<file path="src/rtl/uart_tx_arbiter.sv">
// Round-robin arbiter that shares one UART transmitter among NREQ byte
// requesters. A winner's byte is latched and presented to the UART with
// tx_start until the UART reports busy (or done). The arbiter then waits
// for tx_done. A watchdog aborts a frame the UART never acknowledges or
// never completes, so the shared port cannot lock up.
module uart_tx_arbiter #(
    parameter int NREQ    = 4,
    parameter int DATA_W  = 8,
    parameter int TIMEOUT = 4096
) (
    input  logic                      clk,
    input  logic                      rst,
    input  logic [NREQ-1:0]           req,
    input  logic [NREQ*DATA_W-1:0]    req_data,
    output logic [NREQ-1:0]           grant,
    output logic                      tx_start,
    output logic [DATA_W-1:0]         tx_data,
    input  logic                      tx_busy,
    input  logic                      tx_done,
    output logic                      arb_busy,
    output logic [$clog2(NREQ)-1:0]   active_id,
    output logic                      timeout_err
);

    localparam int ID_W = $clog2(NREQ);
    localparam int WD_W = $clog2(TIMEOUT);
    localparam logic [WD_W-1:0] WD_MAX   = WD_W'(TIMEOUT - 1);
    localparam logic [NREQ-1:0] GNT_ONE  = NREQ'(1);
    localparam logic [ID_W-1:0] LAST_RST = ID_W'(NREQ - 1);

    typedef enum logic [1:0] {
        ST_IDLE  = 2'd0,
        ST_ISSUE = 2'd1,
        ST_WAIT  = 2'd2
    } state_t;

    state_t            state;
    logic [ID_W-1:0]   last_grant;
    logic [WD_W-1:0]   wdog;

    logic              pick_valid;
    logic [ID_W-1:0]   pick_id;
    logic [ID_W-1:0]   cand_id;
    int                cand;

    // Round-robin search: first pending request after last_grant, wrapping.
    always_comb begin
        pick_valid = 1'b0;
        pick_id    = '0;
        cand       = 0;
        cand_id    = '0;
        for (int off = 1; off <= NREQ; off++) begin
            cand    = (int'(last_grant) + off) % NREQ;
            cand_id = ID_W'(cand);
            if (!pick_valid && req[cand_id]) begin
                pick_valid = 1'b1;
                pick_id    = cand_id;
            end else begin
                pick_valid = pick_valid;
            end
        end
    end

    // Arbitration/sequencing FSM with registered outputs and watchdog.
    always_ff @(posedge clk or posedge rst) begin
        if (rst) begin
            state       <= ST_IDLE;
            last_grant  <= LAST_RST;
            wdog        <= '0;
            grant       <= '0;
            tx_start    <= 1'b0;
            tx_data     <= '0;
            arb_busy    <= 1'b0;
            active_id   <= '0;
            timeout_err <= 1'b0;
        end else begin
            // grant and timeout_err are single-cycle pulses
            grant       <= '0;
            timeout_err <= 1'b0;
            case (state)
                ST_IDLE: begin
                    wdog <= '0;
                    if (pick_valid) begin
                        grant      <= GNT_ONE << pick_id;
                        tx_data    <= req_data[pick_id*DATA_W +: DATA_W];
                        active_id  <= pick_id;
                        last_grant <= pick_id;
                        tx_start   <= 1'b1;
                        arb_busy   <= 1'b1;
                        state      <= ST_ISSUE;
                    end
                end
                ST_ISSUE: begin
                    // A done without a seen busy still counts as acknowledge
                    if (tx_busy || tx_done) begin
                        tx_start <= 1'b0;
                        wdog     <= '0;
                        state    <= ST_WAIT;
                    end else if (wdog == WD_MAX) begin
                        tx_start    <= 1'b0;
                        timeout_err <= 1'b1;
                        arb_busy    <= 1'b0;
                        wdog        <= '0;
                        state       <= ST_IDLE;
                    end else begin
                        wdog <= wdog + 1'b1;
                    end
                end
                ST_WAIT: begin
                    if (tx_done) begin
                        arb_busy <= 1'b0;
                        wdog     <= '0;
                        state    <= ST_IDLE;
                    end else if (wdog == WD_MAX) begin
                        timeout_err <= 1'b1;
                        arb_busy    <= 1'b0;
                        wdog        <= '0;
                        state       <= ST_IDLE;
                    end else begin
                        wdog <= wdog + 1'b1;
                    end
                end
                default: begin
                    tx_start <= 1'b0;
                    arb_busy <= 1'b0;
                    wdog     <= '0;
                    state    <= ST_IDLE;
                end
            endcase
        end
    end

endmodule

</file>
<file path="config.mk">
export PLATFORM = sky130hd
export DESIGN_NAME = uart_tx_arbiter
export DESIGN_NICKNAME = d
export VERILOG_FILES = /design/src/rtl/uart_tx_arbiter.sv
export SDC_FILE = /design/constraint.sdc
export NUM_CORES = 1
export LEC_CHECK = 0
export BUFFER_PORTS_ARGS = -buffer_cell sky130_fd_sc_hd__buf_4
export CAP_MARGIN = 10
export CORE_MARGIN = 2
export CORE_UTILIZATION = 46
export CTS_CLUSTER_DIAMETER = 80
export CTS_CLUSTER_SIZE = 10
export DETAILED_ROUTE_END_ITERATION = 10
export GPL_ROUTABILITY_DRIVEN = 0
export PLACE_DENSITY = 0.76
export SLEW_MARGIN = 5
export SYNTH_ARGS = -nofsm -noshare
export SYNTH_HDL_FRONTEND = slang
export SYNTH_SLANG_ARGS = --single-unit
</file>
<file path="constraint.sdc">
create_clock -name clk -period 1.69 [get_ports clk]
set_input_delay 0.2535 -clock clk [delete_from_list [all_inputs] [get_ports clk]]
set_output_delay 0.2535 -clock clk [all_outputs]
set_load 0.05 [all_outputs]
</file>
==> impl_metrics.csv, run 1 <==
group,metric,value,unit
status,status,"complete, no violations",
worst_setup_path,required,1840,ps
route,drtIter0Drc,130,
finish,finalInstanceArea,2512,um^2
synth,netlist_top_cells_count,"31 x dfrtp_1, 21 x nor2_1, 12 x o21ai_0",
global_routing,antenna_found_initial,0,
timing,tightest_slew,433.2,ps
route,wl_per_cell,14.31,um
synth,synth.most_common_cell,"dfrtp_1",
synth,synth.distinct_cells,39,
timing,finalHoldViolCount,0,
floorplanning,ioPinCount,57,
global_routing,grt_start_max_net_pins,34,
finish,areaGrowthSynthToFinish,34.58,%
route,drt-total-wl,4349,um
worst_setup_path,r2r-start,"last_grant[1]",
power,power.leakage,1.159,nW
worst_setup_path,r2r_end,"tx_data[0]",
clocking,cts_tree,"yes",
worst_setup_path,crit_type,"flop to flop",
synth,synth_top_area_cell,"dfrtp_1",
place,hpwl,3112,um
route,ant_nets,0,
worst_setup_path,cp-startpoint,"last_grant[1]",
global_routing,grtUsageTotal,20.13,%
floorplanning,dieArea,4584,um^2
timing,finalSetupViolations,0,
place,placed_area,2381,um^2
route,drcViolationCount,0,
clocking,clkSlewWorstSetupHoldPaths,70,ps
global_routing,grt_pass1_wl,6803,um
timing,slew_headroom,71.02,%
power,peakVddDrop,1027,uV
finish,drive_gt1_share,36.22,%
route,vias_per_cell,5.368,
synth,ys_async_sr_fraction,100.0,%
finish,n_antenna_cell,0,
power,p_seq_share,27.5,%
clocking,cts_max_level,2,
timing,min_period,1615,ps
finish,final_cells,304,
synth,ys_warn_count,0,
clocking,clock_sinks,33,
power,switchingPower,2.022,mW
synth,ys_top_cells_by_area,"dfrtp_1 42%, mux2i_1 4.8%, nor2_1 4.2%",
synth,avgSynthCellArea,10.20,um^2
power,comb_power_share,59.5,%
route,routed-via-count,1632,
worst_setup_path,ff2ff_path_depth,5,
run,drv_cap,0,
synth,syn_nets,228,
synth,synthesis.area,1867,um^2
finish,n_fill_cell,317,
floorplanning,die-width,67.71,um
finish,nets,298,
synth,synth_enable_flop_cells,0,
clocking,clock_path_buffers,2,
worst_setup_path,endpoint_kind,"flop",
power,switching_share,46.23,%
floorplanning,dieHeight,67.71,um
global_routing,grt_pass1_vias,1523,
synth,postSynthCellCount,183,
power,p_clk_share,13.0,%
worst_setup_path,arrival,1770,ps
global_routing,grt_overflow,0,
clocking,clock_latency,280,ps
timing,slew_viol_final,0,
floorplanning,core_area,3943,um^2
worst_setup_path,path_max_fanout,10,
timing,fmax,619.1,MHz
worst_hold_path,hold_class,"input pin to async pin",
place,port_buffers,56,
worst_setup_path,timing.reg2reg.setup_slack,70,ps
timing,rsz0062_at_grt,"false",
synth,seq_area_frac_synth,44.37,%
synth,synth-seq-cells,33,
timing,tns,0,ps
synth,synth_top_area_share,41.55,%
floorplanning,start_util,47.35,%
place,dp.cells,294,
clocking,cts_buffers,5,
power,power.internal,2.353,mW
timing,final.period_utilization,95.58,%
route,dr.pass1.iters,4,
timing,skew,6.464,ps
power,powerDensity,1741,nW/um^2
clocking,cts-root-buf,"clkbuf_8",
floorplanning,fp-row-count,23,
worst_setup_path,startpoint_type,"flop",
synth,synth_top_flop_cell,"dfrtp_1",
[repair_timing]
| action | CTS | global route |
|---|---|---|
| hold buffers | 0 | 0 |
| endpoints found under the setup margin | 0 | 8 |
| buffers inserted | 0 | 1 |
| resized for setup | 0 | 7 |
[cell usage in the layout, fill, tap and decap left out, types with 2 or more instances in the layout]
cell / count
nor2_1: 21
clkbuf_8: 5
o32ai_1: 8
nand2_1: 7
a21o_1: 2
xnor2_1: 4
clkinv_2: 2
a21oi_1: 4
and3_1: 4
dfstp_2: 2
a211oi_1: 8
buf_4: 69
xor2_1: 6
mux2i_1: 9
nor2b_1: 5
inv_1: 9
nor3_1: 11
o21a_1: 3
ha_1: 4
nand3_1: 6
a22o_1: 2
o21ai_0: 12
dfrtp_1: 31
[worst max-delay path, cell delays in order, from the launching register on]
cell and delay [ps]:
dfstp_2 550, mux2i_1 210, o2bb2ai_2 130, a211o_4 380
o21ai_0 110, o32ai_1 100
[kinds of logic after synthesis]
| group | synth area share [%] |
|---|---|
| mux | 4.826 |
| fa+ha+maj | 3.351 |
| simple gates | 15.35 |
| buf+inv | 5.362 |
| xor+xnor | 4.691 |
| flops | 44.37 |
| compound gates | 22.05 |
[layer usage]
layer | up-vias | share of wire, % | global-route usage [%]
li1 | 803 | - | -
met1 | 768 | 46 | 26.58
met2 | 54 | 47 | 31.62
met3 | 7 | 4.7 | 5.000
met4 | 0 | 1.9 | 7.908
met5 | - | 0 | 0
[worst max path at each step]
| stage | end | slack (ps) | depth (start not counted) |
|---|---|---|---|
| CTS | tx_data[0] | 20 | 6 |
| floorplan | wdog[11] | 20 | 7 |
| detailed placement | tx_data[4] | 50 | 5 |
| global route | state[0] | 5 | 7 |
| finish | tx_data[0] | 70 | 5 |
| global placement | tx_data[4] | 60 | 5 |
[registers in the layout, summed over array words and instances, names as in the netlist]
register,count
last_grant,2
state,2
grant,4
timeout_err,1
tx_data,8
tx_start,1
arb_busy,1
active_id,2
wdog,12
[final cells by class]
class                      count  area, um^2  area share [%]
clock inverter                 2       10.01          0.3984
clock buffer                   6       72.57           2.888
timing repair buffer          70       529.3           21.07
multi-input combinational    134       975.9           38.84
tap                           50       62.56           2.490
inverter                       9       33.78           1.345
sequential                    33       828.3           32.97
[power groups by stage]
stage          Clock, mW  Combinational, mW  Sequential, mW
2_1_floorplan          0               1.23            1.81
3_3_place_gp           0               2.46            1.21
3_5_place_dp           0               2.50            1.20
4_1_cts            0.581               2.50            1.19
5_1_grt            0.622               2.78            1.23
6_report           0.569               2.60            1.20
[stage by stage]
step	setup WS [ps]	total power [mW]	hold WS (ps)	util [%]
floorplan	17.90	3.034	380.9	-
global placement	63.90	3.671	375.1	60.39
detailed placement	45.04	3.701	378.6	60.39
CTS	19.83	4.276	69.62	62.49
global route	5.497	4.630	112.6	63.73
finish	74.65	4.375	56.53	63.73
(Power assumes the default switching activity.)
==> run 2: changes to the inputs <==
PLACE_DENSITY = not set   (was 0.76)
PLACE_DENSITY_LB_ADDON = 0.08   (was not set)
==> impl_metrics.csv, run 2 (synthesis gave the netlist of run 1 again) <==
group,metric,value,unit
global_routing,use_met1,26.24,%
timing,finalHoldViolCount,0,
worst_setup_path,cp_top_family,"flip-flops",
worst_setup_path,endpoint_kind,"flop",
route,ant_nets,0,
clocking,clock_latency,280,ps
floorplanning,start_util,47.35,%
clocking,cts_hold_buf,0,
route,routed-via-count,1688,
run,drv_cap,0,
timing,holdWs,58.86,ps
worst_setup_path,startpoint_type,"flop",
clocking,cts_buffers,5,
worst_setup_path,arrival,1780,ps
floorplanning,die-width,67.71,um
floorplanning,dieHeight,67.71,um
finish,layout_common_cells,"66 x buf_4, 31 x dfrtp_1, 20 x nor2_1",
worst_setup_path,path_max_fanout,20,
worst_hold_path,hold_class,"input pin to async pin",
finish,largest_reg_flops,12,
timing,finalSetupViolations,0,
route,vias_per_cell,5.553,
power,power.leakage,1.175,nW
floorplanning,dieArea,4584,um^2
power,power.internal,2.550,mW
power,switchingPower,2.068,mW
global_routing,grt_start_max_net_pins,34,
global_routing,grt_pass1_wl,7231,um
route,wl_per_cell,15.98,um
global_routing,grt_use_met3,5.500,%
clocking,clock_sinks,33,
route,drt-total-wl,4858,um
place,hpwl,3255,um
floorplanning,core_area,3943,um^2
worst_setup_path,max_stage_delay,580,ps
worst_setup_path,crit_type,"flop to flop",
global_routing,antenna_found_initial,0,
global_routing,grtUsageTotal,21.29,%
worst_setup_path,crit_chain,"nand2_1 -> a31oi_4 -> nand2_4 -> mux2i_1 -> o32ai_1",
finish,regMostFlops,"wdog",
route,dr.pass1.iters,4,
timing,final.period_utilization,96.16,%
worst_setup_path,required,1840,ps
floorplanning,fp-row-count,23,
route,drtIter0Drc,102,
clocking,clock_path_buffers,2,
timing,skew,3.853,ps
clocking,cts_max_level,2,
power,comb_power_share,57.2,%
power,peakVddDrop,870.8,uV
worst_setup_path,critPathSlowestCell,"dfstp_2",
timing,fmax,615.3,MHz
floorplanning,ioPinCount,57,
power,powerDensity,1802,nW/um^2
place,port_buffers,56,
global_routing,grt_pass1_vias,1597,
timing,setup_ws,64.91,ps
power,p_seq_share,26.2,%
clocking,clkSlewWorstSetupHoldPaths,70,ps
finish,nets,298,
power,p_clk_share,16.6,%
power,switching_share,44.78,%
finish,drive_gt1_share,38.19,%
global_routing,grt_busiest_layer,"met2",
global_routing,grt_overflow,0,
timing,min_period,1625,ps
finish,reg_top3,"wdog x12, tx_data x8, grant x4",
timing,slew_viol_final,0,
finish,n_antenna_cell,0,
worst_setup_path,path_buf_inv,0,
timing,slew_headroom,68.87,%
timing,tightest_slew,465.3,ps
status,status,"complete, no violations",
clocking,cts_tree,"yes",
clocking,cts-root-buf,"clkbuf_8",
route,drcViolationCount,0,
finish,final_common_cell,"buf_4",
timing,rsz0062_at_grt,"true",
place,place_ws,31.49,ps
global_routing,met2_usage,36.15,%
finish,areaGrowthSynthToFinish,37.33,%
## run 2: changes by cell type in the layout (fill, tap and decap cells not counted), sizes merged
| cell | change |
|---|---|
| bufinv | +1 |
| clkinv | -2 |
| buf | -1 |
| clkbuf | +1 |
| a211o | +1 |
## run 2: tightest hold or removal path: stages
cell and delay [ps]:
buf_4 110, inv_1 40, buf_4 360
## run 2: layout make-up
cell class | count | area (um^2)
Clock buffer | 7 | 86.33
Clock inverter | 1 | 30.03
Fill cell | 323 | 1379
Inverter | 9 | 33.78
Multi-Input combinational cell | 135 | 999.7
Sequential cell | 33 | 828.3
Tap cell | 50 | 62.56
Timing Repair Buffer | 69 | 523.0
## run 2: what timing repair did
| item | CTS | global route |
|---|---|---|
| gates resized for setup | 0 | 15 |
| buffers inserted | 0 | 3 |
| setup endpoints to repair | 0 | 19 |
## run 2: worst paths after layout
kind | from | end | slack (ps) | cells after the start
min in group clk | req_data[19] | tx_data[3] | 270 | 3
max reg2reg | last_grant[1] | tx_data[7] | 60 | 5
max in group asynchronous | rst | last_grant[1] | 1290 | 3
min reg2reg | wdog[0] | wdog[0] | 460 | 1
min | rst | wdog[3] | 60 | 3
max | last_grant[1] | tx_data[7] | 60 | 5
## run 2: routing by layer
layer | share of wire [%] | vias up
met1 | 44 | 820
met5 | 0 | -
met3 | 6.1 | 2
li1 | - | 803
met2 | 49 | 63
met4 | 0.56 | 0
## run 2: per-stage QoR
step	setup TNS, ps	util [%]	cells	instance area, um^2	total power, mW
final	0	65.03	304	2564	4.619
after global routing	-126.0	65.03	304	2564	4.906
after CTS	0	62.58	298	2467	4.428
after detailed placement	0	59.63	290	2351	3.655
after global placement	0	59.63	290	2351	3.582
after floorplan	0	-	183	1867	3.034
## run 2: power groups by stage
stage          logic (mW)  registers, mW  clock network [mW]
2_1_floorplan        1.23           1.81                   0
3_3_place_gp         2.37           1.21                   0
3_5_place_dp         2.44           1.21                   0
4_1_cts              2.44           1.21               0.780
5_1_grt              2.85           1.24               0.812
6_report             2.64           1.21               0.765
==> run 3: changes to the inputs <==
REMOVE_ABC_BUFFERS = 1   (was not set)
==> impl_metrics.csv, run 3 (synthesis gave the netlist of run 1 again) <==
group,metric,value,unit
timing,tightest_slew,459.9,ps
worst_hold_path,hold_class,"input pin to async pin",
clocking,clkSlewWorstSetupHoldPaths,70,ps
floorplanning,ioPinCount,57,
timing,final.period_utilization,99.22,%
clocking,cts_max_level,2,
timing,slew_viol_final,0,
clocking,clock_path_buffers,2,
route,dr.pass1.iters,4,
timing,setup_ws,13.11,ps
finish,final_common_cell,"buf_4",
place,hpwl,3196,um
finish,reg_top3,"wdog x12, tx_data x8, grant x4",
global_routing,grt_pass1_wl,7107,um
global_routing,antenna_found_initial,0,
finish,areaGrowthSynthToFinish,37.87,%
finish,largest_reg_flops,12,
worst_setup_path,startpoint_type,"flop",
status,status,"complete, no violations",
global_routing,grt_start_max_net_pins,34,
route,drcViolationCount,0,
timing,fmax,596.3,MHz
power,powerDensity,1781,nW/um^2
clocking,clock_sinks,33,
power,power.leakage,1.166,nW
worst_setup_path,required,1830,ps
clocking,cts_hold_buf,0,
floorplanning,dieHeight,67.71,um
floorplanning,dieArea,4584,um^2
finish,layout_common_cells,"64 x buf_4, 31 x dfrtp_1, 20 x nor2_1",
global_routing,grt_pass1_vias,1594,
floorplanning,die-width,67.71,um
clocking,cts_buffers,5,
route,vias_per_cell,5.530,
place,dp.cells,291,
worst_setup_path,crit_chain,"mux2i_4 -> o2bb2ai_4 -> a211o_4 -> o21ai_0 -> o32ai_1",
place,port_buffers,56,
timing,tns,0,ps
route,ant_nets,0,
clocking,cts_tree,"yes",
timing,slew_headroom,69.24,%
worst_setup_path,crit_type,"flop to flop",
global_routing,grt_overflow,0,
finish,regMostFlops,"wdog",
worst_setup_path,path_max_fanout,5,
worst_setup_path,max_stage_delay,590,ps
finish,n_antenna_cell,0,
global_routing,grtUsageTotal,20.79,%
timing,rsz0062_at_grt,"true",
power,peakVddDrop,1259,uV
route,drtIter0Drc,70,
timing,skew,5.727,ps
worst_setup_path,critPathSlowestCell,"dfstp_2",
clocking,cts-root-buf,"clkbuf_8",
run,drv_cap,0,
timing,finalSetupViolations,0,
floorplanning,fp-row-count,23,
finish,final_cells,302,
finish,drive_gt1_share,38.49,%
place,place_ws,-37.58,ps
route,routed-via-count,1670,
route,drt-total-wl,4703,um
floorplanning,core_area,3943,um^2
finish,n_fill_cell,327,
timing,min_period,1677,ps
floorplanning,start_util,47.35,%
timing,finalHoldViolCount,0,
clocking,clock_latency,270,ps
worst_setup_path,endpoint_kind,"flop",
worst_setup_path,arrival,1820,ps
finish,nets,296,
route,wl_per_cell,15.57,um
run 3: cell count changes in the layout (fill, tap and decap cells not counted), sizes merged:
cell    before  now
bufinv       1    0
buf         69   67
clkinv       0    1
run 3: area by class of cell:
type | count | area [um^2] | area share, %
Clock buffer | 7 | 96.34 | 3.743
Inverter | 9 | 33.78 | 1.313
Multi-Input combinational cell | 135 | 1033 | 40.16
Timing Repair Buffer | 67 | 514.2 | 19.98
Sequential cell | 33 | 828.3 | 32.18
Clock inverter | 1 | 5.005 | 0.1945
Tap cell | 50 | 62.56 | 2.431
run 3: worst paths after layout:
path                            slack, ps  depth (start not counted)          start            end
worst max-delay path                   10                          5  last_grant[1]     tx_data[5]
worst min-delay path                   70                          3            rst    timeout_err
worst max register to register         10                          5  last_grant[1]     tx_data[5]
worst min register to register        470                          1        wdog[0]        wdog[0]
max in group asynchronous            1280                          3            rst  last_grant[1]
min in group clk                      270                          3   req_data[22]     tx_data[6]
run 3: routing by layer:
metal | vias to the layer above | part of all wire, % | track usage, %
met4 | 0 | 1.2 | 5.357
met2 | 51 | 48 | 34.07
met5 | - | 0 | 0
met3 | 6 | 5.2 | 7.000
met1 | 814 | 45 | 26.24
li1 | 799 | - | -
run 3: power by group:
group          internal, mW  total [mW]  switching [mW]
sequential             1.06        1.22           0.165
clock                 0.368       0.643           0.275
combinational          1.07        2.72            1.66
total                  2.49        4.58            2.10
run 3: stage by stage:
step	power (mW)	cell area, um^2	utilization [%]	hold WS, ps
finish	4.584	2574	65.28	69.99
global route	4.842	2574	65.28	112.4
CTS	4.342	2466	62.55	81.76
detailed placement	3.679	2359	59.82	379.1
global placement	3.623	2359	59.82	370.0
floorplan	2.887	1800	-	380.9
run 3: repair_timing:
| item | CTS | global route |
|---|---|---|
| gates resized for setup | 2 | 19 |
| pin swaps | 0 | 6 |
| setup endpoints to repair | 3 | 19 |
| setup buffers | 0 | 1 |
| gates cloned | 0 | 2 |
run 3: worst max-delay path: cells and delay by family, from the launching register on:
| kind | cells | cell delay [ps] |
|---|---|---|
| compound gates | 4 | 680 |
| mux | 1 | 270 |
| flops | 1 | 590 |
